### config.mk
export PLATFORM = sky130hd
export DESIGN_NAME = key_expand_ctrl
export DESIGN_NICKNAME = d
export VERILOG_FILES = /design/src/rtl/key_expand_ctrl.sv
export SDC_FILE = /design/constraint.sdc
export NUM_CORES = 2
export LEC_CHECK = 0
export ABC_CLOCK_PERIOD_IN_PS = 43500
export BUFFER_PORTS_ARGS = -buffer_cell sky130_fd_sc_hd__buf_2
export CORE_MARGIN = 1
export CORE_UTILIZATION = 55
export CTS_CLUSTER_SIZE = 20
export DETAILED_ROUTE_END_ITERATION = 10
export GPL_ROUTABILITY_DRIVEN = 1
export PLACE_DENSITY = 0.81
export SLEW_MARGIN = 20
export SYNTH_ARGS = -nofsm -noshare
export SYNTH_HDL_FRONTEND = slang
export SYNTH_SLANG_ARGS = --single-unit
### constraint.sdc
create_clock -name clk -period 43.5 [get_ports clk]
set_input_delay 6.525 -clock clk [delete_from_list [all_inputs] [get_ports clk]]
set_output_delay 6.525 -clock clk [all_outputs]
set_load 0.02 [all_outputs]
### src/rtl/key_expand_ctrl.sv
// Drives an AES-128 key schedule engine one round at a time and keeps round keys 0..NUM_ROUNDS.
// Read port has 1-cycle latency; a stalled engine aborts the expansion after TIMEOUT cycles in WAIT.
module key_expand_ctrl #(
  parameter int KEY_W      = 128,
  parameter int NUM_ROUNDS = 10,
  parameter int TIMEOUT    = 8
) (
  input  logic             clk,
  input  logic             rst,
  input  logic             key_valid_in,
  input  logic [KEY_W-1:0] key_in,
  output logic             busy_out,
  output logic             keys_ready_out,
  output logic             err_out,
  output logic             ks_start_out,
  output logic [3:0]       ks_round_out,
  output logic [KEY_W-1:0] ks_last_key_out,
  input  logic [KEY_W-1:0] ks_new_key_in,
  input  logic             ks_ready_in,
  input  logic [3:0]       rk_addr_in,
  output logic [KEY_W-1:0] rk_data_out
);

  localparam int CW = (TIMEOUT > 2) ? $clog2(TIMEOUT) : 1;

  typedef enum logic [1:0] {S_IDLE, S_ISSUE, S_WAIT, S_DONE} state_t;

  state_t           state_q;
  logic [3:0]       round_q;
  logic [CW-1:0]    cnt_q;
  logic             err_q;
  logic [KEY_W-1:0] rk_q [0:NUM_ROUNDS];
  logic [KEY_W-1:0] rd_d;
  logic [KEY_W-1:0] rd_q;
  logic             busy;
  logic [3:0]       prev_idx;

  assign busy     = (state_q == S_ISSUE) || (state_q == S_WAIT);
  assign prev_idx = round_q - 4'd1;

  assign busy_out        = busy;
  assign keys_ready_out  = (state_q == S_DONE);
  assign err_out         = err_q;
  assign ks_start_out    = (state_q == S_ISSUE);
  // Engine samples the previous key combinationally, so hold it for the whole round.
  assign ks_round_out    = busy ? round_q : 4'd0;
  assign ks_last_key_out = busy ? rk_q[prev_idx] : '0;

  assign rd_d        = (rk_addr_in <= 4'(NUM_ROUNDS)) ? rk_q[rk_addr_in] : '0;
  assign rk_data_out = rd_q;

  always_ff @(posedge clk) begin
    if (rst) begin
      state_q <= S_IDLE;
      round_q <= 4'd0;
      cnt_q   <= '0;
      err_q   <= 1'b0;
      rd_q    <= '0;
      for (int i = 0; i <= NUM_ROUNDS; i++) begin
        rk_q[i] <= '0;
      end
    end else begin
      rd_q <= rd_d;
      unique case (state_q)
        S_IDLE, S_DONE: begin
          if (key_valid_in) begin
            rk_q[0] <= key_in;
            round_q <= 4'd1;
            err_q   <= 1'b0;
            state_q <= S_ISSUE;
          end
        end
        S_ISSUE: begin
          cnt_q   <= '0;
          state_q <= S_WAIT;
        end
        S_WAIT: begin
          // A result arriving on the final allowed cycle still counts.
          if (ks_ready_in) begin
            rk_q[round_q] <= ks_new_key_in;
            if (round_q == 4'(NUM_ROUNDS)) begin
              state_q <= S_DONE;
            end else begin
              round_q <= round_q + 4'd1;
              state_q <= S_ISSUE;
            end
          end else if (cnt_q == CW'(TIMEOUT - 1)) begin
            err_q   <= 1'b1;
            state_q <= S_IDLE;
          end else begin
            cnt_q <= cnt_q + CW'(1);
          end
        end
        default: state_q <= S_IDLE;
      endcase
    end
  end

endmodule

---- Word level (Yosys, flattened, before mapping) ----
Memory sizes are Yosys's and may differ from the RTL's. A register that Yosys moved wholly into a read port is not among the register bits.
Index checks and enable logic that the tools add are counted.
word-level totals
  output and inout port bits .............. 264
  bits in registers ....................... 10
  memories ................................ 1
  memory bits (writable) .................. 1408
operators by class
  reduce and logical (&&, ||, !) cells .... 11
  magnitude comparators ................... 1
  muxes and demuxes ....................... 32
  bitwise operators ....................... 2
  eq/ne operators ......................... 12
  add/subtract/negate cells ............... 3
memories
  memory  depth  bits a word  read ports  clocked after memory_dff  write ports  line  source
  rk_q    11     128          2           1                         11           32    logic [KEY_W-1:0] rk_q [0:NUM_ROUNDS];
operator list
  cell                                                                 number
  128-bit 2-to-1 mux                                                   3
  128-bit OR reduction                                                 1
  4-bit 2-to-1 mux                                                     5
  1-bit 2-to-1 mux                                                     14
  2-bit != test (second input constant)                                5
  2-bit 2-to-1 mux                                                     4
  4-bit case mux with 2 select lines                                   1
  4-bit AND reduction                                                  2
  3-bit 2-to-1 mux                                                     2
  2-bit case mux with 3 select lines                                   1
  3-bit case mux with 2 select lines                                   1
  4-bit by 1-bit adder with 4-bit output (second input constant)       1
  2-bit == test (second input constant)                                2
  4-bit == test (second input constant)                                1
  4-bit <= comparator (second input constant)                          1
  2-bit nonzero test                                                   2
  2-bit OR reduction                                                   2
  4-bit by 1-bit subtractor with 4-bit output (second input constant)  1
  3-bit by 1-bit adder with 3-bit output (second input constant)       1
  3-bit == test (second input constant)                                1
  3-bit by 2-bit != test with 1-bit output (second input constant)     1
  3-bit AND reduction                                                  1
  2-bit by 1-bit == test with 1-bit output (second input constant)     1
  2-bit zero test                                                      1
  6 further kinds                                                      6

---- Logic depth before layout (Yosys ltp) ----
  depth in word-level cells ............... 7
  mapped depth ............................ 10
  mapped depth without buffers ............ 6

---- Worst setup path before layout ----
No wires, ideal clock.
  kind .................................... input -> register
  start ................................... input port ks_ready_in
  end ..................................... memory rk_q[9][0], enable pin
  cell stages on the path ................. 3
  path buffers ............................ 1
  slack ................................... 22906 ps
  arrival ................................. 19631 ps
  setup time .............................. 963 ps
  cell sequence ........................... buf_2 nand2_1 o41ai_1
RTL lines
  element             line  source
  start: declaration  19    input logic ks_ready_in,
  end: declaration    32

---- Worst setup path in the final report ----
  start ................................... register round_q[0]
  end ..................................... output port ks_last_key_out[81]
between the ends
  longest elaborated chain between the ends .. 3
ends and longest elaborated chain
  element                                      line  source
  start: declaration                           29    logic [3:0] round_q;
  start signal: assignment                     84    round_q <= round_q + 4'd1;
  4-bit by 1-bit subtractor with 4-bit output  39    assign prev_idx = round_q - 4'd1;
  memory 11 x 128 bit                          --
  128-bit 2-to-1 mux                           47    assign ks_last_key_out = busy ? rk_q[prev_idx] : '0;
  end: declaration                             17    output logic [KEY_W-1:0] ks_last_key_out,
Every way passes these cells.

==> metrics.txt <==
Final Hold Vio Count 0; Initial Util 0.554; cell taking the most area after synthesis edfxtp_1; routed wire length 303 mm; Final Cell Area 112,000 um^2; Hold Crit Class reg2reg; Top FF cell, synth edfxtp_1; final core utilization 0.618; max cap viols 0; Final Setup Violations 0; P_leak 0.0398 uW; fin. max-slew vios 0; EDFF count, synth 1,920; Die Span Y between 400 and 500 um; total gr overflow 0; most frequent cells in the layout edfxtp_1 (1,920), nor2_1 (1,292), mux4_2 (642); post-route insts no fill 9,519; clock root cell clkbuf_16; later-pin clock latency in the skew report around 0.87 ns; initial antenna violation count 5; Synth cell types 50; Worst setup EP type output port; io pins 528; post-CTS setup buffer count 0; Rows 156; top cells by area, synth edfxtp_1 (58%), mux4_2 (14%), mux2i_1 (6.4%); Post-CTS Resized 0; CP Data Arrival Time 6.18 ns; Pwr Density 46.9 nW/um^2; GRT Util Overall 0.325; Final Skew 0.0302 ns; FFs w/ async S/R, synth 0; first-pass GRT wire length 438 mm; slew at the pin closest to its max-slew limit 1.25 ns; number of global-route vias before repair 66,700; min Tclk post-route 12.71 ns; die area 184,000 um^2; Worst Path Max Fanout 149; Core Area 181,000 um^2; post-synth top area share 0.575; DRT Pass-1 Iters 6; via count 65,700; CTS sink cnt 2,186; most common cell after layout, fill and taps aside edfxtp_1; sum of negative setup slack 0 ns; Synthesized Nets 6,971; layout cell share with drive strength beyond 1 0.258; DR iter-0 viols between 10,000 and 15,000; Post-DRT Antenna Nets 0; Startpoint Class flip-flop; final net count between 7,000 and 8,000; RSZ-0062 raised after global routing no; Clock Pin Slew Worst Setup and Hold Paths 0.06 ns; Seq cells post-synth 2,186; yosys warns 0; synthesized area per cell 15.0 um^2; Slew headroom 0.170; Die X 429 um; status finished clean; DP Area approximately 100,000 um^2; post-synthesis sequential area ratio 0.629; Longest Clk Path Bufs 3; CTS tree built; fin crit share 0.292; peak supply drop 0.0450 mV; Mapped Area 100,000 um^2; area grow syn2layout 11.6%; Routed wire per std cell 31.9 um; largest net degree at the start of global routing 150; WS Path Type reg2out; number of instances in the placed design just over 9,000; Hold-fix buffers, CTS 0; Gate Count Post-Synth 6,699; H-tree Lvls 4; gp weighted congestion 0.807; Max Clk Rate 78.7 MHz; WP data required between 30 and 40 ns; Residual DRC 0; port bufs 527; fillers 12,700; Num CTS Buffers 214; post-DR vias/cell between 6 and 7; dpl hpwl ~160 mm
power breakdown:
part           internal [uW]  leakage [uW]  switching (uW)  total (uW)
clock network           1080       0.00355             822        1900
registers               2360        0.0213            39.0        2400
logic                    358        0.0150             591         949
path summary, 6_finish.rpt:
path         startpoint             endpoint  slack, ns  cells past startpoint
max          round_q[0]  ks_last_key_out[81]      30.79                      8
min            cnt_q[0]             cnt_q[0]       0.48                      2
max reg2reg  round_q[0]          rk_q[5][30]      37.54                      6
min reg2reg    cnt_q[0]             cnt_q[0]       0.48                      2
metal layers:
layer	wire, um	share of wire	up-vias	global-route usage
met2	144000	0.48	5301	0.521
met3	35000	0.12	1027	0.0603
met1	103000	0.34	33000	0.414
met5	58	0.00019	-	0
li1	-	-	26400	-
met4	20600	0.068	8	0.202
sequential cells by signal (all words and copies together), names as in the netlist:
register	cells
rk_data_out	128
cnt_q	3
rk_q	2048
round_q	4
err_out	1
state_q	2
stage by stage:
| stage | worst slack (ns) | hold WS [ns] | power (uW) |
|---|---|---|---|
| after global placement | 31.35 | 0.450 | 3350 |
| after floorplan | 22.91 | 0.444 | 3070 |
| after global routing | 30.53 | 0.507 | 5370 |
| final | 30.79 | 0.481 | 5250 |
| after CTS | 30.73 | 0.480 | 5240 |
| after detailed placement | 31.35 | 0.470 | 3370 |
worst max-delay path, stage by stage, from the launching register on:
cell	delay, ns
dfxtp_4	0.91
inv_1	0.35
ha_4	0.77
buf_12	0.75
buf_4	0.96
mux4_2	0.61
mux2i_1	0.27
o22ai_1	0.25
buf_2	0.24
final cells by class:
class	count	area, um^2	share of cell area
diodes	4	10.0	0.0000896
clock buffers	298	6100	0.0546
flip-flops and latches	2186	63000	0.564
well taps	2370	2970	0.0265
multi-input cells	3687	33800	0.302
repair buffers	729	4300	0.0385
inverters	134	503	0.00450
clock inverters	111	1120	0.0100
cell families (layout without fill, tap and decap cells):
logic type | after synthesis | in the layout | synth area share
DFF | 2186 | 2186 | 0.629
and+or+nand+nor | 1483 | 1483 | 0.0567
muxes | 1280 | 1280 | 0.208
AOI/OAI and AO/OA | 912 | 912 | 0.0684
buffers and inverters | 826 | 1272 | 0.0368
adders and majority gates | 8 | 8 | 0.000999
xor gates and xnor gates | 4 | 4 | 0.000350
other | 0 | 4 | 0
synth_stat cells (2+ instances only):
| library cell | number |
|---|---|
| buf_6 | 3 |
| mux2i_1 | 636 |
| nand4_1 | 2 |
| edfxtp_1 | 1920 |
| a21oi_1 | 131 |
| mux4_2 | 642 |
| a2bb2oi_1 | 2 |
| nand2_1 | 147 |
| nand3b_1 | 5 |
| mux2_2 | 2 |
| ha_1 | 8 |
| xor2_1 | 3 |
| o22ai_1 | 128 |
| a211oi_1 | 30 |
| a221oi_1 | 126 |
| clkbuf_1 | 274 |
| nor2_1 | 1296 |
| buf_2 | 368 |
| o21ai_0 | 129 |
| nand3_1 | 5 |
| a31oi_1 | 4 |
| nor2b_1 | 6 |
| buf_4 | 28 |
| nor3_1 | 6 |
| a211oi_2 | 98 |
| o2bb2ai_1 | 127 |
| inv_1 | 134 |
| and2_1 | 2 |
| nand2b_1 | 4 |
| nand4b_1 | 2 |
| buf_1 | 19 |
| a22oi_1 | 129 |
| dfxtp_1 | 266 |
Power figures use the tool's default switching activity.
